$ cat src/rtl/cnn_fixed_pkg.sv
// Shared fixed-point constants and helpers for the CNN pixel path.
// Q6.10 samples are de-normalised to 8-bit grayscale via a 24-bit signed product.
package cnn_fixed_pkg;

    localparam int unsigned FRAC_BITS     = 10;
    localparam int unsigned Q_W           = 16;
    localparam int unsigned PIX_W         = 8;
    localparam int unsigned GAIN          = 255;
    localparam int unsigned GAIN_SHIFT    = 8;   // GAIN == 2^GAIN_SHIFT - 1
    localparam int unsigned PIX_PER_FRAME = 784;
    localparam int unsigned PROD_W        = 24;

    localparam logic signed [PROD_W-1:0] PIX_MAX = PROD_W'(GAIN);

    typedef struct packed {
        logic             sat;
        logic [PIX_W-1:0] pix;
    } pix_sat_t;

    // Clamp a signed rounded value into [0, 255], flagging any clipping.
    function automatic pix_sat_t sat_u8(input logic signed [PROD_W-1:0] r);
        pix_sat_t res;
        res.sat = 1'b0;
        res.pix = '0;
        if (r < 0) begin
            res.sat = 1'b1;
            res.pix = '0;
        end else if (r > PIX_MAX) begin
            res.sat = 1'b1;
            res.pix = '1;
        end else begin
            res.pix = r[PIX_W-1:0];
        end
        return res;
    endfunction

endpackage

$ cat src/rtl/q6_10_denorm_core.sv
// Two-stage de-normalise datapath: x*255, then round-half-up, shift and saturate to u8.
// Both stages advance together on en; invalid slots shift through as bubbles.
module q6_10_denorm_core #(
    parameter int unsigned FRAC_BITS = cnn_fixed_pkg::FRAC_BITS
) (
    input  logic                            clk,
    input  logic                            rst_n,
    input  logic                            en,
    input  logic [cnn_fixed_pkg::Q_W-1:0]   x,
    input  logic                            x_valid,
    output logic [cnn_fixed_pkg::PIX_W-1:0] pix,
    output logic                            pix_sat,
    output logic                            pix_valid
);
    import cnn_fixed_pkg::*;

    localparam logic signed [PROD_W-1:0] ROUND_BIAS = PROD_W'(1) << (FRAC_BITS - 1);

    logic signed [PROD_W-1:0] x_ext;
    logic signed [PROD_W-1:0] prod_d, prod_q;
    logic                     prod_valid_q;

    logic signed [PROD_W-1:0] rnd_sum;
    logic signed [PROD_W-1:0] rnd;
    pix_sat_t                 res;

    logic [PIX_W-1:0] pix_q;
    logic             sat_q;
    logic             pix_valid_q;

    // x*255 as (x<<8) - x; the 24-bit range covers the full Q6.10 input span.
    always_comb begin
        x_ext  = {{(PROD_W - Q_W){x[Q_W-1]}}, x};
        prod_d = (x_ext <<< GAIN_SHIFT) - x_ext;
    end

    always_ff @(posedge clk or negedge rst_n) begin
        if (!rst_n) begin
            prod_q       <= '0;
            prod_valid_q <= 1'b0;
        end else if (en) begin
            prod_q       <= prod_d;
            prod_valid_q <= x_valid;
        end
    end

    always_comb begin
        rnd_sum = prod_q + ROUND_BIAS;
        rnd     = rnd_sum >>> FRAC_BITS;
        res     = sat_u8(rnd);
    end

    always_ff @(posedge clk or negedge rst_n) begin
        if (!rst_n) begin
            pix_q       <= '0;
            sat_q       <= 1'b0;
            pix_valid_q <= 1'b0;
        end else if (en) begin
            pix_q       <= res.pix;
            sat_q       <= res.sat;
            pix_valid_q <= prod_valid_q;
        end
    end

    assign pix       = pix_q;
    assign pix_sat   = sat_q;
    assign pix_valid = pix_valid_q;

endmodule

$ cat src/rtl/postprocess_q6_10_to_gray.sv
// Q6.10 -> 8-bit grayscale output stage: 3-deep stallable pipeline with valid/ready
// on both sides and a per-frame pixel counter driving data_out_last.
module postprocess_q6_10_to_gray #(
    parameter int unsigned FRAC_BITS     = cnn_fixed_pkg::FRAC_BITS,
    parameter int unsigned PIX_PER_FRAME = cnn_fixed_pkg::PIX_PER_FRAME,
    parameter int unsigned CNT_W         = 10
) (
    input  logic                            clk,
    input  logic                            rst_n,
    input  logic [cnn_fixed_pkg::Q_W-1:0]   data_in,
    input  logic                            data_in_valid,
    output logic                            data_in_ready,
    output logic [cnn_fixed_pkg::PIX_W-1:0] data_out,
    output logic                            data_out_valid,
    input  logic                            data_out_ready,
    output logic                            data_out_last,
    output logic                            data_out_sat
);
    import cnn_fixed_pkg::*;

    localparam logic [CNT_W-1:0] LAST_IDX = CNT_W'(PIX_PER_FRAME - 1);

    logic en;
    logic out_hs;

    logic [Q_W-1:0] s1_data_q;
    logic           s1_valid_q;

    logic [CNT_W-1:0] cnt_q, cnt_d;

    // The whole pipeline moves as one; bubbles are kept rather than collapsed.
    assign en            = !data_out_valid || data_out_ready;
    assign data_in_ready = en;
    assign out_hs        = data_out_valid && data_out_ready;

    always_ff @(posedge clk or negedge rst_n) begin
        if (!rst_n) begin
            s1_data_q  <= '0;
            s1_valid_q <= 1'b0;
        end else if (en) begin
            s1_data_q  <= data_in;
            s1_valid_q <= data_in_valid;
        end
    end

    q6_10_denorm_core #(
        .FRAC_BITS (FRAC_BITS)
    ) u_core (
        .clk       (clk),
        .rst_n     (rst_n),
        .en        (en),
        .x         (s1_data_q),
        .x_valid   (s1_valid_q),
        .pix       (data_out),
        .pix_sat   (data_out_sat),
        .pix_valid (data_out_valid)
    );

    // Counter only moves on output handshakes, so stalls cannot skew the frame position.
    always_comb begin
        cnt_d = cnt_q;
        if (out_hs) begin
            cnt_d = (cnt_q == LAST_IDX) ? '0 : cnt_q + 1'b1;
        end
    end

    always_ff @(posedge clk or negedge rst_n) begin
        if (!rst_n) begin
            cnt_q <= '0;
        end else begin
            cnt_q <= cnt_d;
        end
    end

    assign data_out_last = data_out_valid && (cnt_q == LAST_IDX);

endmodule

$ cat config.mk
export PLATFORM = sky130hd
export DESIGN_NAME = postprocess_q6_10_to_gray
export DESIGN_NICKNAME = d
export VERILOG_FILES = /design/src/rtl/cnn_fixed_pkg.sv /design/src/rtl/q6_10_denorm_core.sv /design/src/rtl/postprocess_q6_10_to_gray.sv
export SDC_FILE = /design/constraint.sdc
export NUM_CORES = 1
export LEC_CHECK = 0
export CAP_MARGIN = 10
export CORE_MARGIN = 2
export CORE_UTILIZATION = 55
export DETAILED_ROUTE_END_ITERATION = 8
export PLACE_DENSITY = 0.83
export SYNTH_ARGS = -nofsm -noshare
export SYNTH_HDL_FRONTEND = slang
export SYNTH_SLANG_ARGS = --single-unit
$ cat constraint.sdc
create_clock -name clk -period 7.8 [get_ports clk]
set_clock_uncertainty 0.15 [all_clocks]
set_input_delay 1.56 -clock clk [delete_from_list [all_inputs] [get_ports clk]]
set_output_delay 1.56 -clock clk [all_outputs]
set_load 0.05 [all_outputs]
Yosys cells after proc, flatten, opt, wreduce, memory -nomap -nowiden
Cells that the tools add are included.
{"block": "op_classes", "n_addsub": 3, "n_lt_le_gt_ge": 2, "n_eq_ne": 1, "muxes": 4, "n_reduce_logical": 4}
{"cell": "adder 24 x 11 -> 24 bit, second input constant", "n": 1}
{"cell": "subtractor 24 x 16 -> 24 bit", "n": 1}
{"cell": "> comparator 14 x 9 -> 1 bit, second input constant", "n": 1}
{"cell": "less-than comparator 14 x 1 -> 1 bit, second input constant", "n": 1}
{"cell": "adder 10 x 1 -> 10 bit, second input constant", "n": 1}
{"cell": "equality test 10 bit, second input constant", "n": 1}
{"cell": "2-to-1 mux 10 bit", "n": 1}
{"cell": "2-to-1 mux 9 bit", "n": 1}
{"cell": "2-to-1 mux 8 bit", "n": 1}
{"cell": "logical AND 1 bit", "n": 2}
{"cell": "logical NOT 1 bit", "n": 1}
{"cell": "logical OR 1 bit", "n": 1}
{"cell": "2-to-1 mux 1 bit", "n": 1}
{"block": "totals", "register_bits": 62, "input_bits": 20, "out_inout_bits": 12, "word_cells": 22}

Longest topological paths before layout
{"block": "logic_depth", "ltp_word": 4, "depth_mapped": 8, "depth_no_buf": 7}

Modules after synthesis
Synthesis repeated with hierarchy kept, for this count alone.
{"block": "unflattened", "cells_unflattened": 341, "hier_area_um2": 3383.2}
{"module": "q6_10_denorm_core", "instances": 1, "cells_each": 250, "area_each_um2": 2193.4}
{"module": "postprocess_q6_10_to_gray", "instances": 1, "cells_each": 91, "area_each_um2": 1189.9}

Worst setup path before layout
OpenSTA, ideal clock, no wires.
{"block": "synth_timing", "kind": "input to output", "startpoint": "input port data_out_ready", "endpoint": "output port data_in_ready", "arrival_ns": 2.822, "required_time_ns": 6.090, "slack_ns": 3.268, "cell_stages": 5, "cell_sequence": "nor2b_1 clkbuf_1 clkinv_1 clkbuf_1 buf_1"}
{"block": "synth_between", "elab_chain_cells": 1}
{"item": "from (decl)", "line": "postprocess_q6_10_to_gray.sv:15", "source": "input logic data_out_ready,"}
{"item": "logical OR 1 bit", "line": "postprocess_q6_10_to_gray.sv:32", "source": "assign en = !data_out_valid || data_out_ready;"}
{"item": "to (decl)", "line": "postprocess_q6_10_to_gray.sv:12", "source": "output logic data_in_ready,"}
No other way between the ends.

Final worst setup path
Same ends and word-level chain as after synthesis.

==> flow_summary_export.csv <==
group,metric,value,unit
status,outcome,"complete, no violations",
grt,grtUsageMet1,27.7,%
flow_run,maxCapViolations,0,
worst_setup_path,cpMaxStageDelayCell,"clkdlybuf4s50_1",
logic_synthesis,synth_ff_type,"dfrtp_1",
clocking,cts.clk_slew.worst_paths,100,ps
clocking,clkLatencyLatePin,310,ps
pwr,switching_power,613,uW
floorplanning,coreArea,5820,sq um
grt,grt_pass1_vias,2593,
timing,drv_slew,0,
clocking,cts_made_buffers,5,
floorplanning,dieHeight,81.0,um
logic_synthesis,yosysMostFrequentCell,"nand2_1",
floorplanning,io_pins,32,
hold_path,min_path_cells,1,
logic_synthesis,syn_area,3260,sq um
logic_synthesis,ys_ff_latch,53,
layout,nNetsFinal,441,
logic_synthesis,netlist.area_leader.share,40.7,%
grt,antenna_found_initial,0,
layout,design_area,3710,sq um
grt,grt_max_degree,54,
worst_setup_path,slowest_delay,730,ps
grt,grt_pass1_wl,11600,um
grt,use_met2,41.2,%
routing,vias_per_cell,5.86,
clocking,cts_resized,0,
logic_synthesis,synth_enable_flop_cells,0,
floorplanning,initial_utilization,56.0,%
worst_setup_path,end_kind,"output pin",
hold_path,hp-class,"reg -> reg",
clocking,h-tree-depth,2,
logic_synthesis,synth_area_leaders,"dfrtp_1 (41%), nand2_1 (8.4%), ha_1 (6.5%)",
place,portBuffers,31,
pwr,pwr-share-seq,34.0,%
grt,busiest_layer,"met2",
logic_synthesis,synthCells,376,
timing,finalWorstPathRequiredPeriod,5100,ps
worst_setup_path,crit_required,6090,ps
pwr,power.leakage,1.62,nW
place,place_area,3600,sq um
timing,tightest_slew,706,ps
timing,relSlewSlack,52.4,%
worst_setup_path,crit_cells,5,
timing,tns,0,ps
layout,nFillCells,518,
logic_synthesis,synthArstFlopShare,100,%
worst_setup_path,path_delay_family,"buffers and inverters",
clocking,holdBufCountCts,0,
timing,grt_setup_unrepaired,"false",
logic_synthesis,avgSynthCellArea,8.67,sq um
clocking,clock-sinks,53,
logic_synthesis,synth_warnings,0,
layout,area_growth,14.0,%
pwr,report.power.total,1.37,mW
worst_setup_path,critPathBufInv,4,
routing,dr.pass1.iters,4,
layout,final_util,63.9,%
timing,setup_viol,0,
logic_synthesis,synth_top_cell_by_area,"dfrtp_1",
clocking,clk_path_buf_depth,2,
logic_synthesis,synth.distinct_cells,56,
logic_synthesis,syn-num-nets,413,
clocking,postCtsSetupBuffers,0,
worst_setup_path,worstPathCellList,"clkdlybuf4s50_1, nor2b_2, buf_4, clkinv_1, clkdlybuf4s50_1",
pwr,combPwrFrac,52.2,%
routing,initialDrtViolationCount,152,
pwr,p_int,760,uW
pwr,peakVddDrop,195,uV
clocking,cts_tree,"yes",
routing,final_antenna_net_count,0,
worst_setup_path,start_kind,"primary input",
worst_setup_path,cp_data_arrival_time,3390,ps
place,place_ws,2690,ps
logic_synthesis,netlist_top_cells_count,"nand2_1 (73), dfrtp_1 (53), nor2_1 (30)",
timing,layout_setup_ws,2700,ps
routing,drcViolationCount,0,
logic_synthesis,seq_area_frac_synth,40.7,%
clocking,cts-root-buf,"clkbuf_8",
pwr,swShare,44.7,%
grt,met3_usage,4.33,%
routing,wl_per_cell,14.1,um
worst_setup_path,path_class,"in -> out",
layout,drive_gt1_share,6.17,%
routing,vias,2812,
timing,finalCritPeriodShare,65.4,%
timing,hold_viol_final,0,
routing,routed_wl,6750,um
grt,grt_usage,22.8,%
worst_setup_path,timing.critical_path.mode_cell,"clkdlybuf4s50_1",
timing,max_freq,0.196,GHz
floorplanning,dieArea,6560,sq um
floorplanning,rows,28,
worst_setup_path,r2r_cells,7,
layout,diodes,0,
pwr,p_per_area,370,nW/um^2
pwr,clockPowerShare,13.8,%
place,dp_hpwl,5030,um
worst_setup_path,worstPathMaxFanout,37,
grt,overflow,0,
place,gp_congestion,0.923,
floorplanning,die_w,81.0,um
-- routing by layer --
| layer | wire (um) | up-vias | part of all wire (%) |
|---|---|---|---|
| met1 | 2900 | 1322 | 43 |
| met5 | 0 | - | 0 |
| met2 | 3410 | 86 | 51 |
| met3 | 340 | 11 | 5.0 |
| met4 | 95 | 0 | 1.4 |
| li1 | - | 1393 | - |
-- path summary, 6_finish.rpt --
kind / from / endpoint / slack [ps]
setup / recovery: data_out_ready / data_in_ready / 2700
hold / removal: u_core.prod_valid_q / u_core.pix_valid / 320
setup reg to reg: s1_data_q[8] / u_core.prod_q[22] / 5050
hold reg to reg: u_core.prod_valid_q / u_core.pix_valid / 320
max in group asynchronous: rst_n / s1_data_q[9] / 5870
min in group asynchronous: rst_n / cnt_q[2] / 1190
-- layout make-up --
cell class | count | area (sq um) | share of cell area [%]
Clock inverter | 2 | 38.8 | 1.04
Sequential cell | 53 | 1330 | 35.7
Clock buffer | 6 | 72.6 | 1.95
Multi-Input combinational cell | 293 | 1790 | 48.2
Inverter | 17 | 63.8 | 1.72
Timing Repair Buffer | 34 | 328 | 8.83
Tap cell | 75 | 93.8 | 2.53
-- stage by stage --
step	std cells	hold slack, ps
after floorplan	376	280
after global placement	472	293
after detailed placement	472	303
after CTS	480	325
after global routing	480	340
final	480	322
-- power by group through the flow --
stage / clock, mW / combinational (mW) / sequential, mW
2_1_floorplan: 0 / 0.479 / 0.531
3_3_place_gp: 0 / 0.692 / 0.467
3_5_place_dp: 0 / 0.711 / 0.472
4_1_cts: 0.192 / 0.715 / 0.467
5_1_grt: 0.203 / 0.795 / 0.482
6_report: 0.190 / 0.716 / 0.467
-- flip-flops by register name (all words and copies together), names as in the netlist --
signal / flops
cnt_q: 10
u_core.prod_valid_q: 1
s1_valid_q: 1
u_core.pix_sat: 1
u_core.pix_valid: 1
s1_data_q: 16
u_core.pix: 8
u_core.prod_q: 15
-- worst register-to-register path: cells and delay by family, from the launching register on --
kind | cells | cell delay [ps]
AOI/OAI and AO/OA | 2 | 780
buffers and inverters | 1 | 100
and+or+nand+nor | 3 | 990
DFF | 1 | 370
adders and majority gates | 1 | 280
-- kinds of logic (layout without fill, tap and decap cells) --
logic type	Yosys count	in the layout	synth area share, %
compound gates	89	89	18.1
xor+xnor	18	18	4.84
fa+ha+maj	17	17	6.53
buf+inv	30	59	4.42
flops	53	53	40.7
mux	1	1	0.346
simple gates	168	168	25.1
-- placed cells by master (no fill, tap or decap), drive strengths merged, types with 4 or more instances in the layout --
cell type / Yosys / layout
o21a: 4 / 4
xnor2: 12 / 12
nand2: 73 / 73
a22o: 8 / 8
and2: 5 / 5
inv: 16 / 16
o21ai: 22 / 22
nor4: 5 / 5
a21oi: 22 / 22
clkbuf: 9 / 6
and3: 6 / 6
ha: 17 / 17
nand4: 8 / 8
dfrtp: 53 / 53
a21o: 4 / 4
nor3: 14 / 14
nand3: 11 / 11
nor2: 30 / 30
o211ai: 4 / 4
clkdlybuf4s50: 1 / 30
xor2: 6 / 6
buf: 3 / 4
Note: power is estimated with default switching activity, not from simulation.
